<file path="config.mk">
export PLATFORM = sky130hd
export DESIGN_NAME = full_adder_bist_flat
export DESIGN_NICKNAME = d
export VERILOG_FILES = /design/src/rtl/full_adder_bist_if.sv /design/src/rtl/full_adder_bist.sv /design/src/flat_wrapper.sv
export SDC_FILE = /design/constraint.sdc
export NUM_CORES = 1
export LEC_CHECK = 0
export CORE_MARGIN = 1
export CORE_UTILIZATION = 40
export DETAILED_ROUTE_END_ITERATION = 16
export PLACE_DENSITY = 0.68
export SLEW_MARGIN = 40
export SYNTH_ARGS = -nofsm -noshare
export SYNTH_HDL_FRONTEND = slang
export SYNTH_SLANG_ARGS = --single-unit
</file>
<file path="constraint.sdc">
create_clock -name clk -period 3.94 [get_ports clk]
set_input_delay 0.394 -clock clk [delete_from_list [all_inputs] [get_ports clk]]
set_output_delay 0.394 -clock clk [all_outputs]
set_load 0.005 [all_outputs]
</file>
<file path="src/rtl/full_adder_bist_if.sv">
// Stimulus/response link between the BIST engine (master) and the 1-bit
// full adder under test (slave).
interface full_adder_bist_if;
  logic dut_x;
  logic dut_y;
  logic dut_cin;
  logic dut_s;
  logic dut_cout;

  modport master (output dut_x, dut_y, dut_cin, input dut_s, dut_cout);
  modport slave  (input dut_x, dut_y, dut_cin, output dut_s, dut_cout);
endinterface

</file>
<file path="src/rtl/full_adder_bist.sv">
// Built-in self-test engine for a 1-bit full adder: sweeps all 8 input vectors,
// counts mismatches, latches the first failing vector. Option: FA_BIST_SIG_EN adds an 8-bit MISR.
module full_adder_bist #(
  parameter int unsigned SETTLE_CYC = 1
) (
  input  logic              clk,
  input  logic              rst,
  input  logic              start,
  full_adder_bist_if.master bus,
  output logic              busy,
  output logic              done,
  output logic              pass,
  output logic [3:0]        err_count,
  output logic [2:0]        first_fail
`ifdef FA_BIST_SIG_EN
  ,
  output logic [7:0]        sig
`endif
);

  typedef enum logic [2:0] {
    S_IDLE,
    S_DRIVE,
    S_SETTLE,
    S_CHECK,
    S_DONE
  } state_e;

  state_e     state_q;
  logic [2:0] vec_idx_q;
  logic [2:0] drv_q;
  logic [3:0] cnt_q;
  logic       busy_q;
  logic       done_q;
  logic       pass_q;
  logic [3:0] err_count_q;
  logic [2:0] first_fail_q;

  logic [1:0] exp_sum;
  logic       mismatch;

  // NOTE: every signal written in always_comb gets a value on every path,
  // otherwise synthesis infers a latch to hold the old value.
  always_comb begin
    exp_sum  = {1'b0, drv_q[2]} + {1'b0, drv_q[1]} + {1'b0, drv_q[0]};
    mismatch = ({bus.dut_cout, bus.dut_s} != exp_sum);
  end

`ifdef FA_BIST_SIG_EN
  logic [7:0] sig_q;
  logic [7:0] sig_d;

  always_comb begin
    sig_d = {sig_q[6:0], sig_q[7] ^ sig_q[5] ^ sig_q[4] ^ sig_q[3]}
          ^ {6'b0, bus.dut_cout, bus.dut_s};
  end

  assign sig = sig_q;
`endif

  // NOTE: reset is synchronous, so rst is sampled on the clock edge and is
  // deliberately absent from the sensitivity list.
  // NOTE: state registers use non-blocking assignments so every register sees
  // the pre-edge values of the others, matching flip-flop behaviour.
  always_ff @(posedge clk) begin
    if (rst) begin
      state_q      <= S_IDLE;
      vec_idx_q    <= '0;
      drv_q        <= '0;
      cnt_q        <= '0;
      busy_q       <= 1'b0;
      done_q       <= 1'b0;
      pass_q       <= 1'b0;
      err_count_q  <= '0;
      first_fail_q <= '0;
`ifdef FA_BIST_SIG_EN
      sig_q        <= '0;
`endif
    end else begin
      done_q <= 1'b0;
      case (state_q)
        S_IDLE: begin
          if (start) begin
            err_count_q  <= '0;
            pass_q       <= 1'b0;
            first_fail_q <= '0;
            vec_idx_q    <= '0;
            busy_q       <= 1'b1;
`ifdef FA_BIST_SIG_EN
            sig_q        <= 8'hFF;
`endif
            state_q      <= S_DRIVE;
          end
        end
        S_DRIVE: begin
          drv_q   <= vec_idx_q;
          cnt_q   <= 4'(SETTLE_CYC - 1);
          state_q <= S_SETTLE;
        end
        S_SETTLE: begin
          if (cnt_q == 4'd0) state_q <= S_CHECK;
          else               cnt_q   <= cnt_q - 4'd1;
        end
        S_CHECK: begin
          if (mismatch) begin
            err_count_q <= err_count_q + 4'd1;
            if (err_count_q == 4'd0) first_fail_q <= vec_idx_q;
          end
`ifdef FA_BIST_SIG_EN
          sig_q <= sig_d;
`endif
          if (vec_idx_q == 3'd7) begin
            busy_q  <= 1'b0;
            state_q <= S_DONE;
          end else begin
            vec_idx_q <= vec_idx_q + 3'd1;
            state_q   <= S_DRIVE;
          end
        end
        S_DONE: begin
          // err_count_q already includes the final CHECK by this edge
          done_q  <= 1'b1;
          pass_q  <= (err_count_q == 4'd0);
          state_q <= S_IDLE;
        end
        default: state_q <= S_IDLE;
      endcase
    end
  end

  assign bus.dut_x   = drv_q[2];
  assign bus.dut_y   = drv_q[1];
  assign bus.dut_cin = drv_q[0];
  assign busy        = busy_q;
  assign done        = done_q;
  assign pass        = pass_q;
  assign err_count   = err_count_q;
  assign first_fail  = first_fail_q;

endmodule

</file>
<file path="src/flat_wrapper.sv">
// flat-port wrapper written by rule: the top's interface ports become plain ports
module full_adder_bist_flat 
#(
  parameter int unsigned SETTLE_CYC = 1
)
  (clk, rst, start, busy, done, pass, err_count, first_fail, bus_dut_x, bus_dut_y, bus_dut_cin, bus_dut_s, bus_dut_cout);
  full_adder_bist_if bus_i ();
  input  logic clk;
  input  logic rst;
  input  logic start;
  output logic busy;
  output logic done;
  output logic pass;
  output logic [3:0] err_count;
  output logic [2:0] first_fail;
  output wire logic [$bits(bus_i.dut_x)-1:0] bus_dut_x;
  output wire logic [$bits(bus_i.dut_y)-1:0] bus_dut_y;
  output wire logic [$bits(bus_i.dut_cin)-1:0] bus_dut_cin;
  input wire logic [$bits(bus_i.dut_s)-1:0] bus_dut_s;
  input wire logic [$bits(bus_i.dut_cout)-1:0] bus_dut_cout;
  assign bus_dut_x = bus_i.dut_x;
  assign bus_dut_y = bus_i.dut_y;
  assign bus_dut_cin = bus_i.dut_cin;
  assign bus_i.dut_s = bus_dut_s;
  assign bus_i.dut_cout = bus_dut_cout;
  full_adder_bist #(.SETTLE_CYC(SETTLE_CYC)) u_core (.clk(clk), .rst(rst), .start(start), .bus(bus_i), .busy(busy), .done(done), .pass(pass), .err_count(err_count), .first_fail(first_fail));
endmodule
</file>
**Yosys cells after proc, flatten, opt, wreduce, memory -nomap -nowiden**

Cells that the tools add are included.

- Register bits: 23
- Input bits: 5

- Eq/ne operators: 13
- Muxes and demuxes: 21
- Reductions and logical operators: 13
- Add/sub/neg operators: 5

Operators with widths:

| cell | count |
|---|---|
| 2-to-1 mux 3 bit | 7 |
| one-hot mux 4 bit (2 select lines) | 2 |
| 2-to-1 mux 4 bit | 3 |
| one-hot mux 3 bit (2 select lines) | 2 |
| one-hot mux 3 bit (4 select lines) | 1 |
| AND reduction 3 bit | 3 |
| logical NOT 4 bit | 2 |
| != test 2 x 1 -> 1 bit (second input constant) | 4 |
| equality test 3 x 2 -> 1 bit (second input constant) | 2 |
| equality test 3 bit (second input constant) | 2 |
| != test 2 bit (second input constant) | 3 |
| AND reduction 2 bit | 3 |
| nonzero test 2 bit | 3 |
| adder 4 x 1 -> 4 bit (second input constant) | 1 |
| 2-to-1 mux 1 bit | 4 |
| one-hot mux 1 bit (2 select lines) | 2 |
| AND reduction 4 bit | 1 |
| subtractor 4 x 1 -> 4 bit (second input constant) | 1 |
| adder 3 x 1 -> 3 bit (second input constant) | 1 |
| equality test 3 x 1 -> 1 bit (second input constant) | 1 |
| logical NOT 3 bit | 1 |
| adder 1 x 1 -> 2 bit | 1 |
| adder 2 x 1 -> 2 bit | 1 |
| != test 2 bit | 1 |

**Depth between registers and ports, before layout**

Gate-level depths: netlist of run 1.

- Depth in word-level cells: 5
- Depth in mapped cells: 7
- Mapped depth without buffers: 6

**Worst setup path after synthesis of run 1**

OpenSTA, ideal clock, no wires.

- Kind: register to register
- Start: register u_core.drv_q[0]
- End: register u_core.err_count_q[3], in the netlist u_core.err_count[3]
- Arrival: 1.802 ns
- Library setup time: 0.074 ns
- Clock period less this slack: 1.876 ns
- Data required time: 3.866 ns
- Stages on the path, launching flop included: 7
- Slack: 2.064 ns
- Path buffers: 0
- Path through: dfxtp_1 > inv_1 > fa_1 > xnor2_1 > nor2_1 > or4_1 > a31oi_1

- Cells in the longest elaborated chain, start to end: 4

Ends and longest elaborated chain:

| what | line | RTL |
|---|---|---|
| start: declaration | full_adder_bist.sv:31 | `logic [2:0] drv_q;` |
| start signal: assignment | full_adder_bist.sv:96 | `drv_q <= vec_idx_q;` |
| adder 2 x 1 -> 2 bit | full_adder_bist.sv:45 | `exp_sum = {1'b0, drv_q[2]} + {1'b0, drv_q[1]} + {1'b0, drv_q[0]};` |
| != test 2 bit | full_adder_bist.sv:46 | `mismatch = ({bus.dut_cout, bus.dut_s} != exp_sum);` |
| != test 2 x 1 -> 1 bit (no source line) | n/a |  |
| AND reduction 3 bit (no source line) | n/a |  |
| end signal: assignment | full_adder_bist.sv:106 | `err_count_q <= err_count_q + 4'd1;` |
| end: declaration | full_adder_bist.sv:36 | `logic [3:0] err_count_q;` |

Every way passes these cells.
A chain may end at the register's enable or synchronous reset.

**Final worst setup path of run 1**

- Start: register u_core.drv_q[1]
- End: register u_core.err_count_q[3], in the netlist u_core.err_count[3]

- Cells in the longest elaborated chain, start to end: 5

Ends and longest elaborated chain:

| what | line |
|---|---|
| adder 1 x 1 -> 2 bit | full_adder_bist.sv:45 |
| adder 2 x 1 -> 2 bit | full_adder_bist.sv:45 |
| != test 2 bit | full_adder_bist.sv:46 |
| != test 2 x 1 -> 1 bit (no source line) | n/a |
| AND reduction 3 bit (no source line) | n/a |

Every way passes these cells.

==> impl_metrics.toml, run 1 <==
[run_status]
status = "complete, no violations"

[clock_tree]
cts_resized = 0
cts-root-buf = "clkbuf_4"
cts_tree = "yes"
htree_num_levels = 1
worstSkewPairLatency_ns = 0.32
post_cts_buffers = 0
cts_hold_buf = 0
cts.sinks = 23
path_clk_slew_ns = 0.13
cts-buffers-inserted = 3
cts.path.max_buffers = 2

[timing]
finalCriticalPeriod_ns = 2.00
min_period_over_period_pct = 50.8
finalClockSkew_ns = 0.00727
worst_pin_slew_ns = 0.801
fmax_mhz = 500
max_slew_margin_pct = 46.4
setup_viol = 0
finalHoldViolCount = 0
rsz0062_at_grt = "false"
slew_violations = 0
fin_ws_ns = 1.94
fin_setup_tns_ns = 0

[floorplanning]
std_cell_rows = 19
start_util_pct = 42.7
die_area_um2 = 3190
core_um2 = 2780
ios = 18
die_w_um = 56.5
die_y_um = 56.5

[global_routing]
grt-ovfl-total = 0
grt_pass1_wl_um = 3610
antenna_found_initial = 0
grtUsageTotal_pct = 14.4
grt_max_degree = 23
grt_pass1_vias = 856

[layout]
nFillCells = 265
finalNetCount = 156
layout.cells.non_filler = 175
drive_gt1_share_pct = 8.33
syn2layout_area_growth_pct = 16.1
antennaDiodeCount = 0

[synthesis]
ys_seq_elements = 23
syn_avg_cell_area_um2 = 9.13
synth.most_common_cell = "dfxtp_1"
syn_nets = 141
synthFlopType = "dfxtp_1"
synth_common_cells = "23 x dfxtp_1, 22 x nor2_1, 9 x a21oi_1, 9 x inv_1, 6 x nor3_1"
ys_top_cells_by_area = "dfxtp_1 39%, nor2_1 7.0%, ha_1 5.3%"
yosysWarnings = 0
async_flop_share_pct = 0
yosysTopAreaCell = "dfxtp_1"
synth_cell_types = 41
syn-instance-count = 130
synth_top_area_share_pct = 38.8
synth_edf_count = 0
synth_area_um2 = 1190
yosysSeqAreaShare_pct = 38.8

[placed_design]
dp_cells = 171
portBuffers = 17
dp.final_hpwl_um = 1600
preCtsSetupSlack_ns = 1.91
place_congestion = 0.760

[route]
drtAntennaViolNets = 0
dr_total_vias = 925
finalWirelength_um = 2160
vias_per_cell = 5.29
drtIter0Drc = 25
drc = 0
firstDrtPassIters = 4
wire_per_inst_um = 12.3

[critical_path]
critical_path_required_ns = 4.18
end_kind = "register"
cp_max_fo = 4
cp_cell_sequence = "inv_1, fa_1, xnor2_1, nor2_1, or4_1, a31oi_1"
arrival_ns = 2.24
crit_slowest_cell = "or4_1"
path_class = "register to register"
slowest_delay_ns = 0.47
start_kind = "register"

[power]
cellPowerDensity_nw_per_um2 = 313
leakage_nw = 0.513
ir_drop_uv = 270

[hold_path]
min_path_type = "register to register"

[flow_run]
cap_violations = 0
flip-flops by register name, indices dropped and copies added (netlist names):
register           cells
u_core.cnt_q           4
u_core.err_count       4
u_core.drv_q           3
u_core.first_fail      3
u_core.state_q         3
u_core.vec_idx_q       3
u_core.busy            1
u_core.done            1
u_core.pass            1
worst paths after layout:
| kind | from | end | slack (ns) | depth (start not counted) |
|---|---|---|---|---|
| setup / recovery | u_core.drv_q[1] | u_core.err_count[3] | 1.94 | 6 |
| hold / removal | u_core.first_fail[2] | u_core.first_fail[2] | 0.50 | 2 |
| setup reg to reg | u_core.drv_q[1] | u_core.err_count[3] | 1.94 | 6 |
| hold reg to reg | u_core.first_fail[2] | u_core.first_fail[2] | 0.50 | 2 |
stage by stage:
stage / area [um^2] / utilization (%) / hold WS [ns] / total power, mW
floorplan: 1190 / - / 0.466 / 0.312
global placement: 1350 / 48.5 / 0.467 / 0.323
detailed placement: 1350 / 48.5 / 0.488 / 0.324
CTS: 1380 / 49.6 / 0.509 / 0.438
global route: 1380 / 49.6 / 0.542 / 0.456
finish: 1380 / 49.6 / 0.502 / 0.431
worst max-delay path, delay by kind of cell, from the launching register on:
family | cells | cell delay [ns]
AO/OA/AOI/OAI | 1 | 0.16
buffers and inverters | 1 | 0.08
XOR/XNOR | 1 | 0.30
adder cells (fa/ha/maj) | 1 | 0.46
flip-flops | 1 | 0.36
AND/OR/NAND/NOR | 2 | 0.56
area by class of cell:
type,instances,area (um^2),area share [%]
Clock inverter,1,7.51,0.544
Multi-Input combinational cell,91,646,46.8
Tap cell,31,38.8,2.81
Timing Repair Buffer,17,170,12.3
Inverter,9,33.8,2.45
Sequential cell,23,460,33.4
Clock buffer,3,22.5,1.63
metal layers:
layer / GRT usage [%] / wire, um
met2: 23.0 / 975
met3: 5.30 / 96
met1: 18.1 / 1070
met4: 4.18 / 15
met5: 0 / 0
power breakdown:
group          internal [mW]  switching [mW]
logic                 0.0308          0.0341
registers              0.239          0.0152
clock network         0.0388          0.0734
kinds of logic (layout without fill, tap and decap cells):
logic type,count (synthesis),count (layout),synth area share [%]
fa+ha+maj,6,6,6.95
mux,3,3,2.63
compound gates,25,25,14.6
simple gates,52,52,26.4
flops,23,23,38.8
xor+xnor,5,5,3.69
buf+inv,16,30,6.85
cell usage in the layout, fill, tap and decap left out, drive strengths merged, types with 2 or more instances in the layout:
master	synthesis	routed
a22oi	2	2
a21oi	9	9
nor3b	4	4
a31oi	2	2
nand2	2	2
nand3	3	3
xnor2	5	5
nand2b	2	2
o21ai	4	4
clkbuf	2	3
mux2i	2	2
o211ai	2	2
nand4	2	2
nand3b	3	3
nor2	22	22
clkdlybuf4s50	0	17
ha	5	5
nor3	6	6
inv	9	9
dfxtp	23	23
No activity file was read; power rests on OpenSTA's default activity.
==> run 2, diff against run 1 <==
==> constraint.sdc (replaced) <==
create_clock -name clk -period 2.1 [get_ports clk]
set_input_delay 0.21 -clock clk [delete_from_list [all_inputs] [get_ports clk]]
set_output_delay 0.21 -clock clk [all_outputs]
set_load 0.005 [all_outputs]
==> run 2 against run 1 <==
Core utilization is 1.1 points higher. Critical endpoint unchanged. Sequential cell count stayed put. Non-clock buffer count is 2 higher. Via count is 3.0% higher. Power is 89% higher. Clock-buffer cell count stayed put. Setup slack worse by 1.8 ns.
==> impl_metrics.toml, run 2 (synthesis gave the netlist of run 1 again) <==
[run_status]
status = "complete, no violations"

[critical_path]
cp_max_fo = 4
slowest_delay_ns = 0.52
arrival_ns = 2.22
cpLargestDelayFamily = "simple AND/OR/NAND/NOR gates"
path_class = "register to register"
start_kind = "register"
cp_cell_sequence = "inv_1, fa_1, xnor2_2, nor2_1, or4_1, a31oi_1"
crit_slowest_cell = "fa_1"
critical_path_required_ns = 2.35
crit_buf_inv = 1
end_kind = "register"

[timing]
fmax_mhz = 508
finalCriticalPeriod_ns = 1.97
slew_violations = 0
worst_pin_slew_ns = 0.584
min_period_over_period_pct = 93.7
finalClockSkew_ns = 0.00295
max_slew_margin_pct = 60.9
setup_viol = 0
finalHoldViolCount = 0

[route]
vias_per_cell = 5.38
firstDrtPassIters = 4
dr_total_vias = 953
drtAntennaViolNets = 0
drtIter0Drc = 23
wire_per_inst_um = 12.8
drc = 0
finalWirelength_um = 2270

[global_routing]
grt_max_degree = 22
grtUsageTotal_pct = 15.5
grt_pass1_wl_um = 3920
grt_pass1_vias = 887
antenna_found_initial = 0
grt-ovfl-total = 0

[floorplanning]
die_area_um2 = 3190
start_util_pct = 42.7
die_w_um = 56.5
core_um2 = 2780
std_cell_rows = 19
die_y_um = 56.5
ios = 18

[hold_path]
min_path_type = "register to register"

[layout]
utilization_pct = 50.7
mostFrequentLayoutCells = "23 x dfxtp_1, 22 x nor2_1, 17 x clkdlybuf4s50_1, 9 x inv_1, 9 x a21oi_1"
nFillCells = 257
layout.cells.non_filler = 177
antennaDiodeCount = 0
postLayoutCellArea_um2 = 1410
drive_gt1_share_pct = 11.6
finalNetCount = 158
final_common_cell = "dfxtp_1"
syn2layout_area_growth_pct = 18.7

[placed_design]
portBuffers = 17
place_congestion = 0.765
place_area_um2 = 1360
dp.final_hpwl_um = 1670
dp_cells = 173

[clock_tree]
cts-root-buf = "clkbuf_4"
htree_num_levels = 1
path_clk_slew_ns = 0.13
worstSkewPairLatency_ns = 0.32
cts.sinks = 23
cts_tree = "yes"
cts.path.max_buffers = 2
cts-buffers-inserted = 3
post_cts_buffers = 0
cts_resized = 0
cts_hold_buf = 0

[power]
leakage_nw = 0.540
ir_drop_uv = 384
cellPowerDensity_nw_per_um2 = 577

[flow_run]
cap_violations = 0
[run 2: changes by cell type in the layout (fill, tap and decap cells not counted)]
cell	before	now
buf_4	0	2
xnor2_1	5	3
xnor2_2	0	2
or2_1	1	0
clkinvlp_4	1	0
clkinv_2	0	1
or2_4	0	1
[run 2: layout make-up]
| type | instances | area, um^2 | share of cell area, % |
|---|---|---|---|
| multi-input cells | 91 | 663 | 47.1 |
| flip-flops and latches | 23 | 460 | 32.7 |
| repair buffers | 19 | 185 | 13.1 |
| well taps | 31 | 38.8 | 2.75 |
| inverters | 9 | 33.8 | 2.40 |
| clock buffers | 3 | 22.5 | 1.60 |
| clock inverters | 1 | 5.00 | 0.355 |
[run 2: worst register-to-register path, cell delays in order (launching register included)]
cell and delay (ns):
dfxtp_1 0.36, inv_1 0.07, fa_1 0.52, xnor2_2 0.25
nor2_1 0.08, or4_1 0.46, a31oi_1 0.16
[run 2: path summary, 6_finish.rpt]
| path | startpoint | to | slack [ns] | depth (start not counted) |
|---|---|---|---|---|
| max | u_core.drv_q[0] | u_core.err_count[3] | 0.13 | 6 |
| min | u_core.first_fail[1] | u_core.first_fail[1] | 0.51 | 2 |
| max reg2reg | u_core.drv_q[0] | u_core.err_count[3] | 0.13 | 6 |
| min reg2reg | u_core.first_fail[1] | u_core.first_fail[1] | 0.51 | 2 |
[run 2: report_power, final]
group	leakage, nW	switching (mW)	internal [mW]
registers	0.186	0.0293	0.448
logic	0.336	0.0651	0.0627
clock network	0.0177	0.137	0.0713
[run 2: routing by layer]
layer,up-vias,global-route usage (%),wire length (um)
met1,450,21.7,1130
met5,-,0,0
li1,486,-,-
met3,2,2.76,78
met4,0,6.27,27
met2,15,23.5,1040
[run 2: per-stage QoR]
| step | power, mW | setup TNS (ns) | worst slack, ns | hold slack (ns) |
|---|---|---|---|---|
| global route | 0.857 | -0.000228 | -0.000228 | 0.530 |
| global placement | 0.610 | 0 | 0.206 | 0.468 |
| detailed placement | 0.611 | 0 | 0.140 | 0.489 |
| floorplan | 0.584 | 0 | 0.224 | 0.282 |
| finish | 0.813 | 0 | 0.132 | 0.505 |
| CTS | 0.817 | 0 | 0.104 | 0.513 |
